File: config.mk
export PLATFORM = sky130hd
export DESIGN_NAME = button_conditioner_flat
export DESIGN_NICKNAME = d
export VERILOG_FILES = /design/src/rtl/button_conditioner_if.sv /design/src/rtl/button_conditioner.sv /design/src/flat_wrapper.sv
export SDC_FILE = /design/constraint.sdc
export NUM_CORES = 1
export LEC_CHECK = 0
export CAP_MARGIN = 25
export CORE_MARGIN = 2
export CORE_UTILIZATION = 50
export DETAILED_ROUTE_END_ITERATION = 16
export GPL_TIMING_DRIVEN = 0
export PLACE_DENSITY_LB_ADDON = 0.3
export SYNTH_ARGS = -nofsm -noshare
export SYNTH_HDL_FRONTEND = slang
export SYNTH_SLANG_ARGS = --single-unit
File: constraint.sdc
create_clock -name pclk -period 3.9 [get_ports pclk]
set_clock_uncertainty 0.05 [all_clocks]
set_input_delay 0.39 -clock pclk [delete_from_list [all_inputs] [get_ports pclk]]
set_output_delay 0.39 -clock pclk [all_outputs]
set_load 0.01 [all_outputs]
File: src/rtl/button_conditioner_if.sv
// Button conditioner signal bundle.
// The master side (board / bench) drives the raw buttons and vsync.
// The slave side (the conditioner) drives the cleaned levels and the fire pulse.
interface button_conditioner_if;
  logic left_in;
  logic right_in;
  logic fire_in;
  logic vsync_in;
  logic left_out;
  logic right_out;
  logic fire_pulse;
  logic fire_ready;

  modport master (
    output left_in,
    output right_in,
    output fire_in,
    output vsync_in,
    input  left_out,
    input  right_out,
    input  fire_pulse,
    input  fire_ready
  );

  modport slave (
    input  left_in,
    input  right_in,
    input  fire_in,
    input  vsync_in,
    output left_out,
    output right_out,
    output fire_pulse,
    output fire_ready
  );
endinterface

File: src/rtl/button_conditioner.sv
// button_conditioner: synchronises and debounces the left/right/missile buttons.
// Left/right leave as clean direction levels; a simultaneous press of both
// cancels out. Missile becomes a one-cycle fire pulse that is rate limited by
// a cooldown counted in frames (vsync rising edges).
//
// Optional feature macro: BUTTON_AUTOFIRE_EN
//   defined   -> holding fire shoots again each time the cooldown expires
//   undefined -> one shot per press; a new rising edge is needed in READY
//
// Latency of a clean, held level change: DEBOUNCE_CYCLES+3 pclk edges
// (2 synchroniser + DEBOUNCE_CYCLES count + 1 output register).
module button_conditioner #(
  parameter int DEBOUNCE_CYCLES = 65000,
  parameter int COOLDOWN_FRAMES = 15
) (
  input  logic                  pclk,
  input  logic                  rst,
  button_conditioner_if.slave   btn
);

  // Counter widths; both are kept at least one bit wide for tiny parameters.
  localparam int DB_W = (DEBOUNCE_CYCLES > 1) ? $clog2(DEBOUNCE_CYCLES) : 1;
  localparam int CD_W = (COOLDOWN_FRAMES > 0) ? $clog2(COOLDOWN_FRAMES + 1) : 1;

  localparam logic [DB_W-1:0] DB_LAST = DB_W'(DEBOUNCE_CYCLES - 1);
  localparam logic [CD_W-1:0] CD_LOAD = CD_W'(COOLDOWN_FRAMES);

  // Button lane indices
  localparam int NB    = 3;
  localparam int IDX_L = 0;
  localparam int IDX_R = 1;
  localparam int IDX_F = 2;

  typedef enum logic {
    ST_READY    = 1'b0,
    ST_COOLDOWN = 1'b1
  } state_t;

  logic [NB-1:0] raw_in;
  logic [NB-1:0] stable_w;

  assign raw_in = {btn.fire_in, btn.right_in, btn.left_in};

  // ---------------------------------------------------------------------------
  // Per-button synchroniser and debouncer
  // ---------------------------------------------------------------------------
  generate
    for (genvar gi = 0; gi < NB; gi++) begin : g_btn
      logic            s1_q;
      logic            s2_q;
      logic            stable_q;
      logic            stable_d;
      logic [DB_W-1:0] cnt_q;
      logic [DB_W-1:0] cnt_d;

      // Accept a new level only after it has differed for DEBOUNCE_CYCLES cycles
      always_comb begin
        stable_d = stable_q;
        cnt_d    = cnt_q;
        if (s2_q == stable_q) begin
          cnt_d = '0;
        end else if (cnt_q == DB_LAST) begin
          stable_d = s2_q;
          cnt_d    = '0;
        end else begin
          cnt_d = cnt_q + 1'b1;
        end
      end

      // Two-flop synchroniser followed by the debounce state
      always_ff @(posedge pclk or negedge rst) begin
        if (!rst) begin
          s1_q     <= 1'b0;
          s2_q     <= 1'b0;
          stable_q <= 1'b0;
          cnt_q    <= '0;
        end else begin
          s1_q     <= raw_in[gi];
          s2_q     <= s1_q;
          stable_q <= stable_d;
          cnt_q    <= cnt_d;
        end
      end

      assign stable_w[gi] = stable_q;
    end
  endgenerate

  // ---------------------------------------------------------------------------
  // Direction outputs: pressing both directions at once cancels out
  // ---------------------------------------------------------------------------
  logic left_q;
  logic right_q;
  logic left_d;
  logic right_d;

  // Mutually exclusive direction levels
  always_comb begin
    left_d  = stable_w[IDX_L] & ~stable_w[IDX_R];
    right_d = stable_w[IDX_R] & ~stable_w[IDX_L];
  end

  // Registered direction outputs
  always_ff @(posedge pclk or negedge rst) begin
    if (!rst) begin
      left_q  <= 1'b0;
      right_q <= 1'b0;
    end else begin
      left_q  <= left_d;
      right_q <= right_d;
    end
  end

  // ---------------------------------------------------------------------------
  // Edge detection for the fire button and for vsync
  // ---------------------------------------------------------------------------
  logic fire_dly_q;
  logic vsync_dly_q;
  logic fire_rise;
  logic vsync_rise;
  logic fire_cond;

  // One-cycle delayed copies used for rising-edge detection
  always_ff @(posedge pclk or negedge rst) begin
    if (!rst) begin
      fire_dly_q  <= 1'b0;
      vsync_dly_q <= 1'b0;
    end else begin
      fire_dly_q  <= stable_w[IDX_F];
      vsync_dly_q <= btn.vsync_in;
    end
  end

  assign fire_rise  = stable_w[IDX_F] & ~fire_dly_q;
  assign vsync_rise = btn.vsync_in & ~vsync_dly_q;

`ifdef BUTTON_AUTOFIRE_EN
  // A fresh edge implies the level, so this is simply the held fire level.
  assign fire_cond = stable_w[IDX_F] | fire_rise;
`else
  // Only a new press seen while READY may shoot; a held button shoots once.
  assign fire_cond = fire_rise;
`endif

  // ---------------------------------------------------------------------------
  // Fire FSM with frame-counted cooldown
  // ---------------------------------------------------------------------------
  state_t          state_q;
  state_t          state_d;
  logic [CD_W-1:0] cd_q;
  logic [CD_W-1:0] cd_d;
  logic            fire_pulse_q;
  logic            fire_pulse_d;
  logic            fire_ready_q;
  logic            fire_ready_d;

  // Next state: shoot from READY, count frames down in COOLDOWN
  always_comb begin
    state_d      = state_q;
    cd_d         = cd_q;
    fire_pulse_d = 1'b0;
    case (state_q)
      ST_READY: begin
        // A vsync edge coinciding with the shot is ignored: the load wins.
        if (fire_cond) begin
          fire_pulse_d = 1'b1;
          cd_d         = CD_LOAD;
          state_d      = ST_COOLDOWN;
        end
      end
      ST_COOLDOWN: begin
        // Presses here are dropped; counter never wraps below zero.
        if (cd_q == '0) begin
          state_d = ST_READY;
        end else if (vsync_rise) begin
          cd_d = cd_q - 1'b1;
        end
      end
      default: begin
        state_d = ST_READY;
      end
    endcase
    fire_ready_d = (state_d == ST_READY);
  end

  // FSM state, cooldown counter and registered fire outputs
  always_ff @(posedge pclk or negedge rst) begin
    if (!rst) begin
      state_q      <= ST_READY;
      cd_q         <= '0;
      fire_pulse_q <= 1'b0;
      fire_ready_q <= 1'b1;
    end else begin
      state_q      <= state_d;
      cd_q         <= cd_d;
      fire_pulse_q <= fire_pulse_d;
      fire_ready_q <= fire_ready_d;
    end
  end

  assign btn.left_out   = left_q;
  assign btn.right_out  = right_q;
  assign btn.fire_pulse = fire_pulse_q;
  assign btn.fire_ready = fire_ready_q;

endmodule

File: src/flat_wrapper.sv
// flat-port wrapper written by rule: the top's interface ports become plain ports
module button_conditioner_flat 
#(
  parameter int DEBOUNCE_CYCLES = 65000,
  parameter int COOLDOWN_FRAMES = 15
)
  (pclk, rst, btn_left_in, btn_right_in, btn_fire_in, btn_vsync_in, btn_left_out, btn_right_out, btn_fire_pulse, btn_fire_ready);
  button_conditioner_if btn_i ();
  input  logic pclk;
  input  logic rst;
  input wire logic [$bits(btn_i.left_in)-1:0] btn_left_in;
  input wire logic [$bits(btn_i.right_in)-1:0] btn_right_in;
  input wire logic [$bits(btn_i.fire_in)-1:0] btn_fire_in;
  input wire logic [$bits(btn_i.vsync_in)-1:0] btn_vsync_in;
  output wire logic [$bits(btn_i.left_out)-1:0] btn_left_out;
  output wire logic [$bits(btn_i.right_out)-1:0] btn_right_out;
  output wire logic [$bits(btn_i.fire_pulse)-1:0] btn_fire_pulse;
  output wire logic [$bits(btn_i.fire_ready)-1:0] btn_fire_ready;
  assign btn_i.left_in = btn_left_in;
  assign btn_i.right_in = btn_right_in;
  assign btn_i.fire_in = btn_fire_in;
  assign btn_i.vsync_in = btn_vsync_in;
  assign btn_left_out = btn_i.left_out;
  assign btn_right_out = btn_i.right_out;
  assign btn_fire_pulse = btn_i.fire_pulse;
  assign btn_fire_ready = btn_i.fire_ready;
  button_conditioner #(.DEBOUNCE_CYCLES(DEBOUNCE_CYCLES), .COOLDOWN_FRAMES(COOLDOWN_FRAMES)) u_core (.pclk(pclk), .rst(rst), .btn(btn_i));
endmodule
==> results of run 1 <==
## cells by family (layout without fill, tap and decap cells)
family,after synthesis,after routing
AO/OA/AOI/OAI,14,14
AND/OR/NAND/NOR,144,144
XOR/XNOR,44,44
flip-flops,68,68
multiplexers,3,3
adder cells (fa/ha/maj),4,4
buffers and inverters,14,39
## layout make-up
| type | instances | area (µm²) |
|---|---|---|
| Tap cell | 75 | 93.8 |
| Fill cell | 505 | 2440 |
| Multi-Input combinational cell | 209 | 1340 |
| Buffer | 6 | 33.8 |
| Inverter | 8 | 30.0 |
| Clock buffer | 9 | 124 |
| Sequential cell | 68 | 1700 |
| Timing Repair Buffer | 9 | 87.6 |
| Clock inverter | 7 | 98.8 |
## layout by cell type (no fill, tap or decap), types with 4 or more instances in the layout
cell type / instances
and4_1: 5
clkbuf_1: 4
clkbuf_8: 9
nand2_1: 21
nand3_1: 12
nor2_1: 53
nor4_1: 8
xnor2_1: 22
inv_1: 8
xor2_1: 22
nor3_1: 9
ha_1: 4
dfrtp_1: 67
nand4_1: 16
clkdlybuf4s50_1: 8
a21oi_1: 5
## synth_stat cells, types with 3 or more instances
| master | instances | share of area, % |
|---|---|---|
| nand4_1 | 16 | 3.2 |
| a21oi_1 | 5 | 0.80 |
| clkbuf_1 | 4 | 0.48 |
| xnor2_1 | 22 | 6.2 |
| inv_1 | 8 | 0.97 |
| nor2_1 | 53 | 6.4 |
| nand3_1 | 12 | 1.9 |
| and4_1 | 5 | 1.4 |
| nor2b_1 | 3 | 0.60 |
| nor3_1 | 9 | 1.4 |
| nand2_1 | 21 | 2.5 |
| nor4_1 | 8 | 1.6 |
| ha_1 | 4 | 1.6 |
| and3_1 | 3 | 0.60 |
| mux2_2 | 3 | 1.1 |
| dfrtp_1 | 67 | 54 |
| xor2_1 | 22 | 6.2 |
## where the power goes
group	switching, W	total (W)	internal, W
registers	0.00000849	0.000724	0.000716
logic	0.0000307	0.0000469	0.0000162
clock network	0.000285	0.000649	0.000364
## sequential cells by signal, summed over array words and instances (netlist names)
name and flops:
u_core.vsync_dly_q 1, u_core.state_q 1, u_core.cd_q 4, u_core.btn.left_out 1, u_core.fire_dly_q 1, u_core.btn.right_out 1
u_core.btn.fire_pulse 1, u_core.btn.fire_ready 1, u_core.g_btn.s1_q 3, u_core.g_btn.s2_q 3, u_core.g_btn.cnt_q 48, u_core.g_btn.stable_q 3
## metal layers
layer  vias up  track usage [%]  routed length, µm
met2        27             26.6               2510
met1      1013             23.0               2560
met5         -                0                  0
met4         0             8.79                122
met3        10             3.68                144
li1       1043                -                  -
## path summary, 6_finish.rpt
path	startpoint	end	slack (ps)
setup / recovery	u_core.g_btn[0].cnt_q[4]	u_core.g_btn[0].cnt_q[9]	1650
hold / removal	rst	u_core.g_btn[2].cnt_q[11]	90
setup reg to reg	u_core.g_btn[0].cnt_q[4]	u_core.g_btn[0].cnt_q[9]	1650
hold reg to reg	u_core.g_btn[1].s1_q	u_core.g_btn[1].s2_q	300
max in group asynchronous	rst	u_core.g_btn[0].cnt_q[2]	3180
min in group pclk	u_core.g_btn[1].s1_q	u_core.g_btn[1].s2_q	300
## metrics by stage
stage,hold slack [ps],cells,utilization [%]
6_report,90.7,391,59.0
5_1_grt,173,391,59.0
4_1_cts,127,391,59.0
3_5_place_dp,285,375,55.3
3_3_place_gp,282,375,55.3
2_1_floorplan,44.4,291,-
==> impl_metrics.toml, run 1 <==
[outcome]
status = "completed"

[synthesis]
async_reset_ff_share_pct = 100
syn-num-nets = 301
synth_area_mm2 = 0.00311
synthesis.instances = 291
synth_xor_area_share_pct = 12.4
synth_compound_gate_area_share_pct = 4.10
ys_seq_elements = 68
synth_edf_count = 0
synth_top_family_by_area = "simple AND/OR/NAND/NOR gates"
avgSynthCellArea_um2 = 10.7
ys_seq_area_share_pct = 54.8
synth_fa_ha_area_share_pct = 1.61
ys.flop_type = "dfrtp_1"
ys_types = 40
synth_simple_gate_area_share_pct = 24.0
synthMuxAreaShare_pct = 1.09
yosysWarnings = 0

[min_path]
worstHoldPathType = "input port to async pin"

[clock_tree]
post_cts_buffers = 0
post_cts_resize_count = 0
htree_num_levels = 3
cts-root-buf = "clkbuf_8"
path_clk_slew_ps = 80
hold_buffers = 0
cts_buffer_depth = 2
cts_buffers = 9
cts_tree = "done"
clock_latency_ps = 350
numClockSinks = 68

[floorplanning]
rows = 28
core_area_mm2 = 0.00596
die_height_um = 82.9
fp.dieW_um = 82.9
dieArea_mm2 = 0.00686
ios = 10
start_util_pct = 52.2

[drt]
drc = 0
avgViaCountPerCell = 5.35
drtIter0Drc = 88
wl_per_cell_um = 13.6
ant_nets = 0
dr.pass1.iters = 4
vias = 2093
wl_mm = 5.34

[layout]
fin_nets = 321
stdcell_area_mm2 = 0.00351
drive_gt1_share_pct = 9.81
syn_to_final_growth_pct = 13.0
num_antenna_cells = 0

[power_and_ir_drop]
leakage_nw = 1.47
powerDensity_mw_per_mm2 = 404
finalPower_w = 0.00142
irDropWorstVdd_mv = 0.311

[placement]
dpl_worst_slack_ps = 1660
hpwl_mm = 3.52
place_congestion = 0.838
placed_area_mm2 = 0.00329
numPortBuffers = 9

[critical_path]
crit_type = "register to register"
crit_cells = 7
cp_max_fo = 10
reg2regPathDepth = 7
critPathSlowestCell = "clkbuf_1"
path_delay_family = "buffers and inverters"
path_cells = "clkbuf_1, nand4bb_1, nor4_1, or2_1, clkbuf_1, clkbuf_1, nor2_1"
cp_slowest_stage_delay_ps = 410
cp_common_cell = "clkbuf_1"
cp_num_buf_inv = 3
start_kind = "register"
critical_path.endpoint_type = "register"
critPathRequiredTime_ps = 4060
cp.arrival_ps = 2400

[global_route]
grt_pass1_vias = 2114
overflow = 0
grt_max_degree = 69
grt_pass1_wl_mm = 9.58
antenna_found_initial = 0
grt_usage_pct = 17.2

[timing]
hold_viol = 0
min_period_over_period_pct = 57.7
max_freq_ghz = 0.445
min_period_ps = 2250
finalSetupViolations = 0
worst_slack_ps = 1650
slew_headroom_pct = 45.5
rsz0062_at_grt = "false"
fin_tns_setup_ps = 0
finalMaxSlewViolations = 0
worst_pin_slew_ps = 818

[run]
maxCapViolCount = 0
No activity file was read; power rests on OpenSTA's default activity.
==> run 2: changes to the inputs <==
==> constraint.sdc (replaced) <==
create_clock -name pclk -period 1.9 [get_ports pclk]
set_clock_uncertainty 0.05 [all_clocks]
set_input_delay 0.19 -clock pclk [delete_from_list [all_inputs] [get_ports pclk]]
set_output_delay 0.19 -clock pclk [all_outputs]
set_load 0.01 [all_outputs]
==> impl_metrics.toml, run 2 (same netlist as run 1, synthesis figures left out) <==
[floorplanning]
die_height_um = 82.9
dieArea_mm2 = 0.00686
core_area_mm2 = 0.00596
fp.dieW_um = 82.9
start_util_pct = 52.2
rows = 28
ios = 10

[timing]
hold_viol = 0
min_period_over_period_pct = 103
worst_slack_ps = -52.1
min_period_ps = 1950
finalSetupViolations = 17
slew_headroom_pct = 43.9
finalMaxSlewViolations = 0
max_freq_ghz = 0.512
worst_pin_slew_ps = 842
rsz0062_at_grt = "true"

[critical_path]
cp_max_fo = 4
critPathRequiredTime_ps = 2070
critical_path.endpoint_type = "register"
crit_cells = 5
cp.arrival_ps = 2120
start_kind = "register"
critPathSlowestCell = "or4b_1"
path_delay_family = "simple AND/OR/NAND/NOR gates"
path_cells = "or4b_1, or3_4, o31ai_4, buf_4, nor2_1"
crit_type = "register to register"
cp_num_buf_inv = 1
reg2regPathDepth = 5
cp_slowest_stage_delay_ps = 510

[global_route]
grt_pass1_vias = 2160
overflow = 0
grt_pass1_wl_mm = 9.67
grt_max_degree = 69
grt_usage_pct = 17.1
antenna_found_initial = 0

[clock_tree]
cts_tree = "done"
cts_buffers = 9
cts-root-buf = "clkbuf_8"
cts_buffer_depth = 2
path_clk_slew_ps = 70
clock_latency_ps = 340
numClockSinks = 68
htree_num_levels = 3

[layout]
num_antenna_cells = 0
stdcell_area_mm2 = 0.00367
top_register = "u_core.g_btn.cnt_q"
syn_to_final_growth_pct = 18.1
final_cell_mix = "dfrtp_1, nor2_1, xor2_1, xnor2_1, nand2_1"
fin_nets = 330
layout_commonest_cell = "dfrtp_1"
reg_top3 = "u_core.g_btn.cnt_q (48), u_core.cd_q (4)"
drive_gt1_share_pct = 19.4
largest_reg_flops = 48

[min_path]
hold_depth = 1
worstHoldPathType = "input port to register"

[power_and_ir_drop]
powerDensity_mw_per_mm2 = 792
finalPower_w = 0.00291
leakage_nw = 1.53
irDropWorstVdd_mv = 0.624

[drt]
vias = 2176
drc = 0
wl_per_cell_um = 13.4
drtIter0Drc = 92
wl_mm = 5.38
dr.pass1.iters = 6
ant_nets = 0
avgViaCountPerCell = 5.44

[placement]
place_congestion = 0.820
numPortBuffers = 9
hpwl_mm = 3.37
placed_area_mm2 = 0.00329

[outcome]
status = "finished with violations"
violations = "setup timing"

[run]
maxCapViolCount = 0
[run 2: changes by cell type in the layout (fill, tap and decap cells not counted), moves of 2 or more]
| cell | previous run | this run |
|---|---|---|
| buf_4 | 2 | 10 |
| buf_6 | 1 | 3 |
| clkbuf_1 | 4 | 1 |
| clkinv_4 | 1 | 3 |
| dfrtp_1 | 67 | 65 |
| dfrtp_2 | 0 | 2 |
| nor2_1 | 53 | 42 |
| nor2_2 | 0 | 11 |
[run 2: final timing paths]
kind / slack [ps] / from / to
worst max-delay path: -50 / u_core.g_btn[1].cnt_q[9] / u_core.g_btn[1].cnt_q[6]
worst min-delay path: 240 / btn_left_in / u_core.g_btn[0].s1_q
worst max register to register: -50 / u_core.g_btn[1].cnt_q[9] / u_core.g_btn[1].cnt_q[6]
worst min register to register: 300 / u_core.g_btn[0].s1_q / u_core.g_btn[0].s2_q
max in group asynchronous: 750 / rst / u_core.g_btn[1].cnt_q[3]
min in group asynchronous: 460 / rst / u_core.g_btn[2].cnt_q[12]
[run 2: cell type report]
cell class                 count  area (µm²)
multi-input combinational    209        1410
clock inverter                 7         100
clock buffer                   9         124
fill                         496        2280
timing repair buffer          20         176
sequential                    68        1710
tap                           75        93.8
buffer                         4        33.8
inverter                       8        30.0
[run 2: timing repair]
| action | 4_1_cts | 5_1_grt |
|---|---|---|
| hold endpoints to repair | 67 | 0 |
| gates cloned | 1 | 0 |
| gates resized for setup | 16 | 11 |
| pin swaps | 10 | 2 |
| hold buffers | 1 | 0 |
| endpoints found under the setup margin | 40 | 45 |
| setup buffers | 7 | 2 |
[run 2: layer usage]
metal  GRT usage [%]  wire length (µm)  part of all wire [%]
met1            23.7              2640                    49
met4            7.90                86                   1.6
met2            25.9              2510                    47
met5               0                 0                     0
met3            3.48               144                   2.7
[run 2: per-stage QoR]
step	setup WS (ps)	utilization (%)	TNS (ps)	cells	hold slack, ps
CTS	-83.5	60.9	-1180	398	224
global placement	-1680	55.3	-119660	375	284
global route	-114	61.7	-1630	400	228
detailed placement	-333	55.3	-7140	375	288
finish	-52.1	61.7	-657	400	241
floorplan	-31.3	-	-335	291	-156
[run 2: where the power goes]
group          internal, W  switching [W]  total [W]  leakage [nW]
registers          0.00147      0.0000183    0.00149         0.904
logic            0.0000437      0.0000686   0.000112         0.509
clock network     0.000748       0.000562    0.00131         0.114
total              0.00226       0.000649    0.00291          1.53
==> run 3: changes to the inputs <==
--- a/config.mk
+++ b/config.mk
@@ -9,6 +9,7 @@
 export CORE_MARGIN = 2
 export CORE_UTILIZATION = 50
 export DETAILED_ROUTE_END_ITERATION = 16
+export DONT_BUFFER_PORTS = 1
 export GPL_TIMING_DRIVEN = 0
 export PLACE_DENSITY_LB_ADDON = 0.3
 export SYNTH_ARGS = -nofsm -noshare
==> impl_metrics.toml, run 3 (same netlist as run 1, synthesis figures left out) <==
[power_and_ir_drop]
leakage_nw = 1.53
finalPower_w = 0.00309
powerDensity_mw_per_mm2 = 832
irDropWorstVdd_mv = 0.616

[floorplanning]
fp.dieW_um = 82.9
start_util_pct = 52.2
rows = 28
dieArea_mm2 = 0.00686
ios = 10
die_height_um = 82.9
core_area_mm2 = 0.00596

[timing]
rsz0062_at_grt = "true"
max_freq_ghz = 0.503
finalSetupViolations = 17
min_period_ps = 1990
slew_headroom_pct = 72.6
hold_slack_ps = 250
finalMaxSlewViolations = 0
worst_slack_ps = -88.3
min_period_over_period_pct = 105
worst_pin_slew_ps = 410
hold_viol = 0

[placement]
place_congestion = 0.794
dpl_worst_slack_ps = -377
post-place-cells = 366
numPortBuffers = 0
hpwl_mm = 3.35

[global_route]
grt_pass1_wl_mm = 10.4
grt_max_degree = 69
antenna_found_initial = 0
grt_pass1_vias = 2254
grt_usage_pct = 18.6
overflow = 0

[layout]
finalCoreUtilization_pct = 62.4
syn_to_final_growth_pct = 19.5
drive_gt1_share_pct = 21.7
largest_reg_flops = 48
stdcell_count = 398
final_cell_mix = "dfrtp_1, nor2_1, xor2_1, xnor2_1, nand2_1"
fin_nets = 328
top_register = "u_core.g_btn.cnt_q"
num_antenna_cells = 0
reg_top3 = "u_core.g_btn.cnt_q (48), u_core.cd_q (4)"
layout_commonest_cell = "dfrtp_1"

[critical_path]
path_cells = "or4b_1, or3_4, o31ai_4, buf_6, buf_8, nor2_2"
critPathRequiredTime_ps = 2080
reg2reg_slack_ps = -90
cp.arrival_ps = 2170
cp_slowest_stage_delay_ps = 510
critPathSlowestCell = "or4b_1"
critical_path.endpoint_type = "register"
path_delay_family = "simple AND/OR/NAND/NOR gates"
r2r_start = "u_core.g_btn[1].cnt_q[3]"
start_kind = "register"
reg2regPathDepth = 6
crit_type = "register to register"
r2r_end = "u_core.g_btn[1].cnt_q[12]"
cp_max_fo = 5
cp_num_buf_inv = 2

[clock_tree]
cts_tree = "done"
path_clk_slew_ps = 80
cts-root-buf = "clkbuf_8"
htree_num_levels = 3
clock_latency_ps = 350
cts_buffers = 9
numClockSinks = 68
cts_buffer_depth = 2

[min_path]
worstHoldPathType = "input port to register"
holdCritStartpoint = "btn_vsync_in"
hold_depth = 2
hold_end = "u_core.cd_q[0]"

[drt]
vias = 2176
dr.pass1.iters = 6
drc = 0
ant_nets = 0
wl_per_cell_um = 14.8
avgViaCountPerCell = 5.47
drtIter0Drc = 129
wl_mm = 5.89

[run]
maxCapViolCount = 0

[outcome]
status = "finished with violations"
violations = "setup timing"
## run 3: cell types whose count changed in the layout (fill, tap and decap cells not counted), sizes merged
| cell | before | now |
|---|---|---|
| buf | 13 | 15 |
| bufinv | 2 | 3 |
| clkdlybuf4s50 | 8 | 0 |
| clkinv | 4 | 2 |
| clkinvlp | 0 | 1 |
| dlygate4sd3 | 1 | 5 |
## run 3: through the flow
| stage | setup TNS (ps) | instance area (µm²) |
|---|---|---|
| after floorplan | -335 | 3110 |
| after global placement | -6800 | 3200 |
| after detailed placement | -7730 | 3200 |
| after CTS | -1550 | 3620 |
| after global routing | -2080 | 3720 |
| final | -1300 | 3720 |
## run 3: how the worst max path moves through the flow
stage                                   startpoint                        end  slack, ps  cells past startpoint
final                     u_core.g_btn[1].cnt_q[3]  u_core.g_btn[1].cnt_q[12]        -90                      6
after CTS                 u_core.g_btn[1].cnt_q[9]   u_core.g_btn[1].cnt_q[2]       -110                      5
after global routing      u_core.g_btn[1].cnt_q[3]   u_core.g_btn[1].cnt_q[7]       -130                      6
after detailed placement  u_core.g_btn[0].cnt_q[4]  u_core.g_btn[0].cnt_q[11]       -380                      7
after floorplan           u_core.g_btn[1].cnt_q[9]  u_core.g_btn[1].cnt_q[14]        -30                      5
after global placement    u_core.g_btn[0].cnt_q[4]  u_core.g_btn[0].cnt_q[13]       -330                      7
## run 3: final cells by class
| cell class | instances | area (µm²) |
|---|---|---|
| buffer | 4 | 37.5 |
| clock inverter | 7 | 124 |
| inverter | 8 | 30.0 |
| clock buffer | 9 | 124 |
| sequential | 68 | 1710 |
| timing repair buffer | 18 | 183 |
| tap | 75 | 93.8 |
| multi-input combinational | 209 | 1420 |
| fill | 452 | 2240 |
## run 3: what timing repair did
item | in CTS | in global routing
hold endpoints to repair | 72 | 0
setup buffers | 6 | 4
gates resized for setup | 15 | 22
setup endpoints to repair | 39 | 44
pin swaps | 16 | 5
hold buffers | 6 | 0
gates cloned | 2 | 0
## run 3: layer usage
metal	vias to the layer above	part of all wire (%)	GRT usage (%)
met3	14	2.5	3.58
met5	-	0	0
met2	26	49	29.4
met4	0	2.0	8.64
li1	1058	-	-
met1	1078	47	24.8
## run 3: where the power goes
part	switching (W)	leakage [nW]	internal, W
Sequential	0.0000177	0.902	0.00147
Clock	0.000597	0.120	0.000880
Combinational	0.0000741	0.512	0.0000524
